--- config.mk ---
export PLATFORM = sky130hd
export DESIGN_NAME = miriscv_mdu_iter
export DESIGN_NICKNAME = d
export VERILOG_FILES = /design/src/rtl/miriscv_mdu_pkg.sv /design/src/rtl/miriscv_div_iter.sv /design/src/rtl/miriscv_mdu_iter.sv
export SDC_FILE = /design/constraint.sdc
export NUM_CORES = 1
export LEC_CHECK = 0
export CAP_MARGIN = 10
export CORE_ASPECT_RATIO = 0.7
export CORE_MARGIN = 2
export CORE_UTILIZATION = 42
export CTS_BUF_LIST = sky130_fd_sc_hd__clkbuf_2 sky130_fd_sc_hd__clkbuf_4 sky130_fd_sc_hd__clkbuf_8
export DETAILED_ROUTE_END_ITERATION = 10
export PLACE_DENSITY = 0.64
export SYNTH_ARGS = -nofsm -noshare
export SYNTH_HDL_FRONTEND = slang
export SYNTH_SLANG_ARGS = --single-unit
--- constraint.sdc ---
create_clock -name clk_i -period 4.7 [get_ports clk_i]
set_clock_uncertainty 0.1 [all_clocks]
set_input_delay 0.47 -clock clk_i [delete_from_list [all_inputs] [get_ports clk_i]]
set_output_delay 0.47 -clock clk_i [all_outputs]
set_load 0.005 [all_outputs]
--- src/rtl/miriscv_mdu_pkg.sv ---
// Shared opcode encoding, FSM state type and opcode-class helpers for the iterative MDU.
package miriscv_mdu_pkg;

  localparam int MDU_OP_W = 3;

  localparam logic [MDU_OP_W-1:0] MDU_MUL    = 3'd0;
  localparam logic [MDU_OP_W-1:0] MDU_MULH   = 3'd1;
  localparam logic [MDU_OP_W-1:0] MDU_MULHSU = 3'd2;
  localparam logic [MDU_OP_W-1:0] MDU_MULHU  = 3'd3;
  localparam logic [MDU_OP_W-1:0] MDU_DIV    = 3'd4;
  localparam logic [MDU_OP_W-1:0] MDU_DIVU   = 3'd5;
  localparam logic [MDU_OP_W-1:0] MDU_REM    = 3'd6;
  localparam logic [MDU_OP_W-1:0] MDU_REMU   = 3'd7;

  typedef enum logic [2:0] {
    IDLE,
    MUL,
    DIV,
    FIX,
    DONE
  } mdu_state_e;

  function automatic logic is_div(input logic [MDU_OP_W-1:0] op);
    return op[2];
  endfunction

  function automatic logic is_rem(input logic [MDU_OP_W-1:0] op);
    return op[2] & op[1];
  endfunction

  // DIV and REM are the signed division ops; DIVU/REMU have bit 0 set.
  function automatic logic is_sdiv(input logic [MDU_OP_W-1:0] op);
    return ~op[0];
  endfunction

endpackage

--- src/rtl/miriscv_div_iter.sv ---
// Restoring shift-subtract divider on unsigned magnitudes, one quotient bit per step.
// start loads the operands; done is high while the final (XLEN-th) step is being taken.
module miriscv_div_iter #(
  parameter int XLEN = 32
) (
  input  logic            clk_i,
  input  logic            arstn_i,
  input  logic            start,
  input  logic            step,
  input  logic [XLEN-1:0] dividend,
  input  logic [XLEN-1:0] divisor,
  output logic            done,
  output logic [XLEN-1:0] quotient,
  output logic [XLEN-1:0] remainder
);
  localparam int CW = $clog2(XLEN) + 1;

  logic [XLEN-1:0] quo_q;
  logic [XLEN-1:0] rem_q;
  logic [XLEN-1:0] dvs_q;
  logic [CW-1:0]   cnt_q;
  logic [XLEN:0]   trial;
  logic [XLEN:0]   diff;

  // Partial remainder stays below the divisor, so the trial never needs more than XLEN+1 bits.
  always_comb begin
    trial = {rem_q, quo_q[XLEN-1]};
    diff  = trial - {1'b0, dvs_q};
  end

  always_ff @(posedge clk_i or negedge arstn_i) begin
    if (!arstn_i) begin
      quo_q <= '0;
      rem_q <= '0;
      dvs_q <= '0;
      cnt_q <= '0;
    end else if (start) begin
      quo_q <= dividend;
      rem_q <= '0;
      dvs_q <= divisor;
      cnt_q <= '0;
    end else if (step) begin
      if (!diff[XLEN]) begin
        rem_q <= diff[XLEN-1:0];
        quo_q <= {quo_q[XLEN-2:0], 1'b1};
      end else begin
        rem_q <= trial[XLEN-1:0];
        quo_q <= {quo_q[XLEN-2:0], 1'b0};
      end
      cnt_q <= cnt_q + CW'(1);
    end
  end

  assign done      = (cnt_q == CW'(XLEN - 1));
  assign quotient  = quo_q;
  assign remainder = rem_q;

endmodule

--- src/rtl/miriscv_mdu_iter.sv ---
// Iterative RISC-V M-extension unit: MUL_STEP-bit-per-cycle multiplier inline, restoring divider in miriscv_div_iter.
// Defining MIRISCV_MDU_DIVREM_CACHE_EN adds a one-entry cache of the last completed division.
module miriscv_mdu_iter
  import miriscv_mdu_pkg::*;
#(
  parameter int XLEN     = 32,
  parameter int MUL_STEP = 4
) (
  input  logic                clk_i,
  input  logic                arstn_i,
  input  logic                req_i,
  input  logic [MDU_OP_W-1:0] op_i,
  input  logic [XLEN-1:0]     a_i,
  input  logic [XLEN-1:0]     b_i,
  input  logic                kill_i,
  output logic                busy_o,
  output logic                valid_o,
  output logic [XLEN-1:0]     result_o
);
  localparam int N  = XLEN / MUL_STEP;
  localparam int CW = $clog2(N) + 1;
  localparam int PW = XLEN + MUL_STEP;

  mdu_state_e          state_q, state_d;
  logic [MDU_OP_W-1:0] op_q;
  logic [XLEN-1:0]     mcand_q, result_q, res_d, fix_res;
  logic [2*XLEN-1:0]   prod_q, prod_fix;
  logic [CW-1:0]       cnt_q;
  logic                neg_q, aneg_q;
  logic                accept, load_res, div_start, div_step, div_done;
  logic                div_op, a_sgn, b_sgn, a_neg, b_neg, fast, cache_hit;
  logic [XLEN-1:0]     a_mag, b_mag, fast_res, cache_res;
  logic [XLEN-1:0]     quo, rem, quo_fix, rem_fix;
  logic [PW-1:0]       pp_sum;

  assign accept = (state_q == IDLE) && req_i && !kill_i;

  always_comb begin
    div_op   = is_div(op_i);
    a_sgn    = op_i inside {MDU_MUL, MDU_MULH, MDU_MULHSU, MDU_DIV, MDU_REM};
    b_sgn    = op_i inside {MDU_MUL, MDU_MULH, MDU_DIV, MDU_REM};
    a_neg    = a_sgn & a_i[XLEN-1];
    b_neg    = b_sgn & b_i[XLEN-1];
    a_mag    = a_neg ? -a_i : a_i;
    b_mag    = b_neg ? -b_i : b_i;
    fast     = 1'b0;
    fast_res = '0;
    if (div_op && (b_i == '0)) begin
      fast     = 1'b1;
      fast_res = is_rem(op_i) ? a_i : '1;
    end else if (div_op && cache_hit) begin
      fast     = 1'b1;
      fast_res = cache_res;
    end else if (!div_op && ((a_i == '0) || (b_i == '0))) begin
      fast     = 1'b1;
      fast_res = '0;
    end
  end

  always_ff @(posedge clk_i or negedge arstn_i) begin
    if (!arstn_i) state_q <= IDLE;
    else          state_q <= state_d;
  end

  always_comb begin
    state_d   = state_q;
    busy_o    = (state_q != IDLE);
    valid_o   = (state_q == DONE);
    div_start = accept && div_op;
    div_step  = 1'b0;
    case (state_q)
      IDLE: begin
        if (accept) begin
          if (fast)        state_d = DONE;
          else if (div_op) state_d = DIV;
          else             state_d = MUL;
        end
      end
      MUL:  if (cnt_q == CW'(N - 1)) state_d = FIX;
      DIV: begin
        div_step = 1'b1;
        if (div_done) state_d = FIX;
      end
      FIX:     state_d = DONE;
      DONE:    state_d = IDLE;
      default: state_d = IDLE;
    endcase
    if (kill_i) state_d = IDLE;
    load_res = (state_d == DONE) && (state_q != DONE);
    res_d    = (state_q == IDLE) ? fast_res : fix_res;
  end

  // Sign correction applied in FIX; undefined opcode space falls through to MUL.
  always_comb begin
    prod_fix = neg_q ? -prod_q : prod_q;
    quo_fix  = neg_q ? -quo : quo;
    rem_fix  = aneg_q ? -rem : rem;
    case (op_q)
      MDU_MULH, MDU_MULHSU, MDU_MULHU: fix_res = prod_fix[2*XLEN-1:XLEN];
      MDU_DIV, MDU_DIVU:               fix_res = quo_fix;
      MDU_REM, MDU_REMU:               fix_res = rem_fix;
      default:                         fix_res = prod_fix[XLEN-1:0];
    endcase
  end

  // Multiplier lives in prod_q's low half and is shifted out as the product shifts in.
  assign pp_sum = PW'(prod_q[2*XLEN-1:XLEN]) + PW'(mcand_q) * PW'(prod_q[MUL_STEP-1:0]);

  always_ff @(posedge clk_i or negedge arstn_i) begin
    if (!arstn_i) begin
      op_q     <= MDU_MUL;
      mcand_q  <= '0;
      prod_q   <= '0;
      neg_q    <= 1'b0;
      aneg_q   <= 1'b0;
      cnt_q    <= '0;
      result_q <= '0;
    end else begin
      if (accept) begin
        op_q    <= op_i;
        mcand_q <= a_mag;
        prod_q  <= {{XLEN{1'b0}}, b_mag};
        neg_q   <= a_neg ^ b_neg;
        aneg_q  <= a_neg;
        cnt_q   <= '0;
      end else if (state_q == MUL) begin
        prod_q <= {pp_sum, prod_q[XLEN-1:MUL_STEP]};
        cnt_q  <= cnt_q + CW'(1);
      end
      if (load_res) result_q <= res_d;
    end
  end

  assign result_o = result_q;

  miriscv_div_iter #(.XLEN(XLEN)) u_div (
    .clk_i     (clk_i),
    .arstn_i   (arstn_i),
    .start     (div_start),
    .step      (div_step),
    .dividend  (a_mag),
    .divisor   (b_mag),
    .done      (div_done),
    .quotient  (quo),
    .remainder (rem)
  );

`ifdef MIRISCV_MDU_DIVREM_CACHE_EN
  logic            c_vld, c_sgn;
  logic [XLEN-1:0] c_a, c_b, c_quo, c_rem, a_q, b_q;

  always_comb begin
    cache_hit = c_vld && (a_i == c_a) && (b_i == c_b) && (c_sgn == is_sdiv(op_i));
    cache_res = is_rem(op_i) ? c_rem : c_quo;
  end

  // Both quotient and remainder are kept so a DIV/REM pair costs one division.
  always_ff @(posedge clk_i or negedge arstn_i) begin
    if (!arstn_i) begin
      c_vld <= 1'b0;
      c_sgn <= 1'b0;
      c_a   <= '0;
      c_b   <= '0;
      c_quo <= '0;
      c_rem <= '0;
      a_q   <= '0;
      b_q   <= '0;
    end else begin
      if (accept) begin
        a_q <= a_i;
        b_q <= b_i;
      end
      if (kill_i) begin
        c_vld <= 1'b0;
      end else if ((state_q == FIX) && is_div(op_q)) begin
        c_vld <= 1'b1;
        c_sgn <= is_sdiv(op_q);
        c_a   <= a_q;
        c_b   <= b_q;
        c_quo <= quo_fix;
        c_rem <= rem_fix;
      end
    end
  end
`else
  assign cache_hit = 1'b0;
  assign cache_res = '0;
`endif

endmodule

==> summary.txt <==
Seq cells post-synth: 242
initial antenna violation count: 6
die area: 54,400 um^2
drt drc: 0
Yosys cell types: 85
Critical Path Start Type: flip-flop
FP Rows: 70
drt pass-1 iters: 6
Reg power frac: 19.0%
WL final: 87.6 mm
H-Tree Depth: 2
Clk pwr share: 12.1%
Comb power frac: 68.8%
Post-DP Area: 24,600 um^2
pwr/cell area: 758 nW/um^2
Avg Cell Area, Syn: 8.14 um^2
Worst Path Required: 5080 ps
Final Cell Area: 26,400 um^2
largest family of logic cells by synthesized area: compound AO/OA/AOI/OAI gates
TritonCTS clock tree: yes
dominant cells by area after synthesis: dfrtp_1 (27%), fa_1 (8.3%), o21ai_0 (6.7%), xnor2_1 (4.8%), ha_1 (4.7%)
CP Launch Point: prod_q[3]$_DFFE_PN0P_
Port Buffers: 104
Min Clock Period, post-route: 4810 ps
crit path DAT: 5200 ps
clk slew on worst S/H paths: 70 ps
Synth-to-Final Area Change: 19.6%
largest net degree at the start of global routing: 131
Slew headroom: 29.2%
sw frac: 50.1%
number of buffers created by CTS: 46
Starting Density: 42.4%
Setup-failing EPs final: 4
P_sw: 0.0100 W
max cap viols: 0
non-filler cells, final: 3,599
DRT antenna net count: 0
global route total overflow: 0
Post-Synth XOR/XNOR Area: 8.73%
Worst path slowest cell: fa_1
Starting DRT DRC Count: 2,807
RSZ-0062 raised after global routing: true
Slew @ Worst Pin: 1060 ps
Simple-Gate Fraction of Synth Area: 19.9%
Boundary Pins: 105
share of layout cells above drive strength 1: 13.6%
HP Class: reg2reg
Syn Inst Count: 2,710
first-pass GRT wire length: 131 mm
CTS Sinks: 242
die width: 278 um
leading area contributor after synthesis: dfrtp_1
Clock Latency Late Sink: 640 ps
status: finished with violations
adder-cell share of the synthesized area: 13.1%
final hold violations: 0
critical path's largest stage delay: 520 ps
Inst Count DP: 3,494
Die Y: 196 um
sequential area share after synthesis: 27.4%
EDFF count, synth: 0
Syn Nets: 2,956
Vias/cell: 6.11
cell area after synthesis: 22,100 um^2
Final period util: 102%
fin worst setup slack: -114 ps
Worst R2R Start: prod_q[3]$_DFFE_PN0P_
gr usage total: 31.7%
crit path max fanout: 5
hold_sp: u_div.dvs_q[7]$_DFFE_PN0P_
Crit path top cell by count: fa_1
mux contribution to synthesized area: 1.51%
placer congestion estimate: 0.987
Longest Clk Path Bufs: 3
failing checks: negative setup slack
Highest Clock Rate: 208 MHz
cell chain of the critical path: buf_4 -> and2_1 -> fa_1 -> fa_1 -> inv_1 -> fa_1 -> inv_1 -> ha_4 -> a211oi_4 -> o21bai_4 -> o2111a_2 -> o211a_4 -> o41a_1 -> a21o_1 -> a21oi_2 -> xor2_1 -> o21ai_1
DR vias: 22,000
Crit Path Class: reg2reg
yosys warns: 0
Final HPWL DP: 67.5 mm
VDD IR max: 0.404 mV
fillers: 4,974
DR WL/cell: 24.3 um
crit end category: flip-flop
complex-gate fraction of the synthesized area: 22.5%
Slew Limit Fails: 0
CTS root buf: clkbuf_8
area of the core: 52,000 um^2
vias in the first global route: 20,500
asr flop ratio synth: 100%
Synth Flop Type: dfrtp_1
Pleak: 11.6 nW
internal power: 0.00998 W
top cell type's share of synthesized area: 27.4%
Layout Nets: 3,125
## logic make-up (layout without fill, tap and decap cells)
group                    after synthesis  after routing
AO/OA/AOI/OAI                        787            787
XOR/XNOR                             220            220
adder cells (fa/ha/maj)              175            175
buffers and inverters                389            591
flip-flops                           242            242
multiplexers                          33             33
other                                  0              3
AND/OR/NAND/NOR                      864            864
## metrics by stage
step | power, W | hold WS, ps | setup WS, ps | util (%) | TNS, ps
floorplan | 0.0113 | 74.4 | 5.18 | - | 0
global placement | 0.0158 | 359 | -249 | 47.3 | -1370
detailed placement | 0.0160 | 371 | -266 | 47.3 | -2240
CTS | 0.0189 | 384 | -124 | 49.9 | -559
global route | 0.0214 | 416 | -278 | 50.7 | -1610
finish | 0.0200 | 381 | -114 | 50.7 | -261
## per-layer routing
| metal | track usage [%] | vias up | wire (um) |
|---|---|---|---|
| met5 | 0 | - | 0 |
| met4 | 7.03 | 0 | 1940 |
| met3 | 10.7 | 116 | 11600 |
| met2 | 41.8 | 1220 | 33200 |
| met1 | 48.8 | 10800 | 40800 |
| li1 | - | 9850 | - |
## Yosys cell counts, types with 25 or more instances
master	instances
o21ai_0	296
nand2_1	252
dfrtp_1	242
inv_1	224
nor2_1	138
a21oi_1	137
clkbuf_1	136
and2_1	133
xnor2_1	121
nand3_1	103
xor2_1	99
fa_1	92
ha_1	83
a22oi_1	63
o31ai_1	58
nor3_1	56
a21o_1	34
mux2i_1	30
a31oi_1	25
or3_1	25
## final timing paths
path,end,slack [ps],cells past startpoint
min,u_div.dvs_q[7]$_DFFE_PN0P_,380,2
max,prod_q[57]$_DFFE_PN0P_,-110,17
max in group asynchronous,u_div.dvs_q[23]$_DFFE_PN0P_,3080,3
min in group asynchronous,u_div.quotient[23]$_DFFE_PN0P_,410,2
max reg2reg,prod_q[57]$_DFFE_PN0P_,-110,17
min reg2reg,u_div.dvs_q[7]$_DFFE_PN0P_,380,2
## sequential cells by signal, summed over array words and instances (netlist names)
| name | count |
|---|---|
| u_div.remainder | 32 |
| state_q | 3 |
| result_o | 32 |
| mcand_q | 32 |
| aneg_q | 1 |
| cnt_q | 4 |
| u_div.cnt_q | 6 |
| op_q | 3 |
| u_div.dvs_q | 32 |
| prod_q | 64 |
| neg_q | 1 |
| u_div.quotient | 32 |
## final cells by class
cell class | count | area [um^2] | share of cell area, %
Inverter | 225 | 850 | 3.22
Multi-Input combinational cell | 2079 | 15100 | 57.1
Clock buffer | 70 | 888 | 3.37
Tap cell | 684 | 856 | 3.24
Sequential cell | 242 | 6060 | 23.0
Timing Repair Buffer | 285 | 2510 | 9.50
Antenna cell | 3 | 7.51 | 0.0284
Clock inverter | 11 | 159 | 0.602
## cells in the final DEF (no fill, tap or decap), types with 14 or more instances in the layout
cell,Yosys,routed
a211oi_1,17,14
a21o_1,34,34
a21oi_1,137,127
a22oi_1,63,63
a31oi_1,25,23
and2_1,133,130
buf_4,2,166
clkbuf_8,0,58
clkdlybuf4s50_1,0,103
dfrtp_1,242,238
fa_1,92,87
ha_1,83,63
ha_4,0,17
inv_1,224,219
mux2i_1,30,30
nand2_1,252,248
nand2b_1,22,22
nand3_1,103,99
nand4_1,18,18
nor2_1,138,134
nor3_1,56,52
nor4_1,16,15
o211ai_1,18,18
o21ai_0,296,286
o22ai_1,16,15
o31ai_1,58,57
o41ai_1,17,17
or3_1,25,24
or4_1,23,23
xnor2_1,121,120
xor2_1,99,99
## power groups by stage
stage	clock network, W	logic (W)	registers [W]
after floorplan	0	0.00805	0.00325
after global placement	0	0.0120	0.00376
after detailed placement	0	0.0122	0.00378
after CTS	0.00246	0.0127	0.00375
after global routing	0.00255	0.0150	0.00387
final	0.00242	0.0138	0.00381
## worst max-delay path, delay by kind of cell, from the launching register on
kind	cells	cell delay, ps
compound gates	8	1830
xor+xnor	1	160
buf+inv	3	290
flops	1	450
simple gates	1	150
fa+ha+maj	4	1700
## timing repair
action / 4_1_cts / 5_1_grt
pin swaps: 44 / 50
endpoints found under the setup margin: 16 / 17
hold buffers: 1 / 0
resized for setup: 56 / 58
setup buffers: 11 / 9
cloned: 0 / 0
hold endpoints to repair: 104 / 0
(Power assumes the default switching activity.)
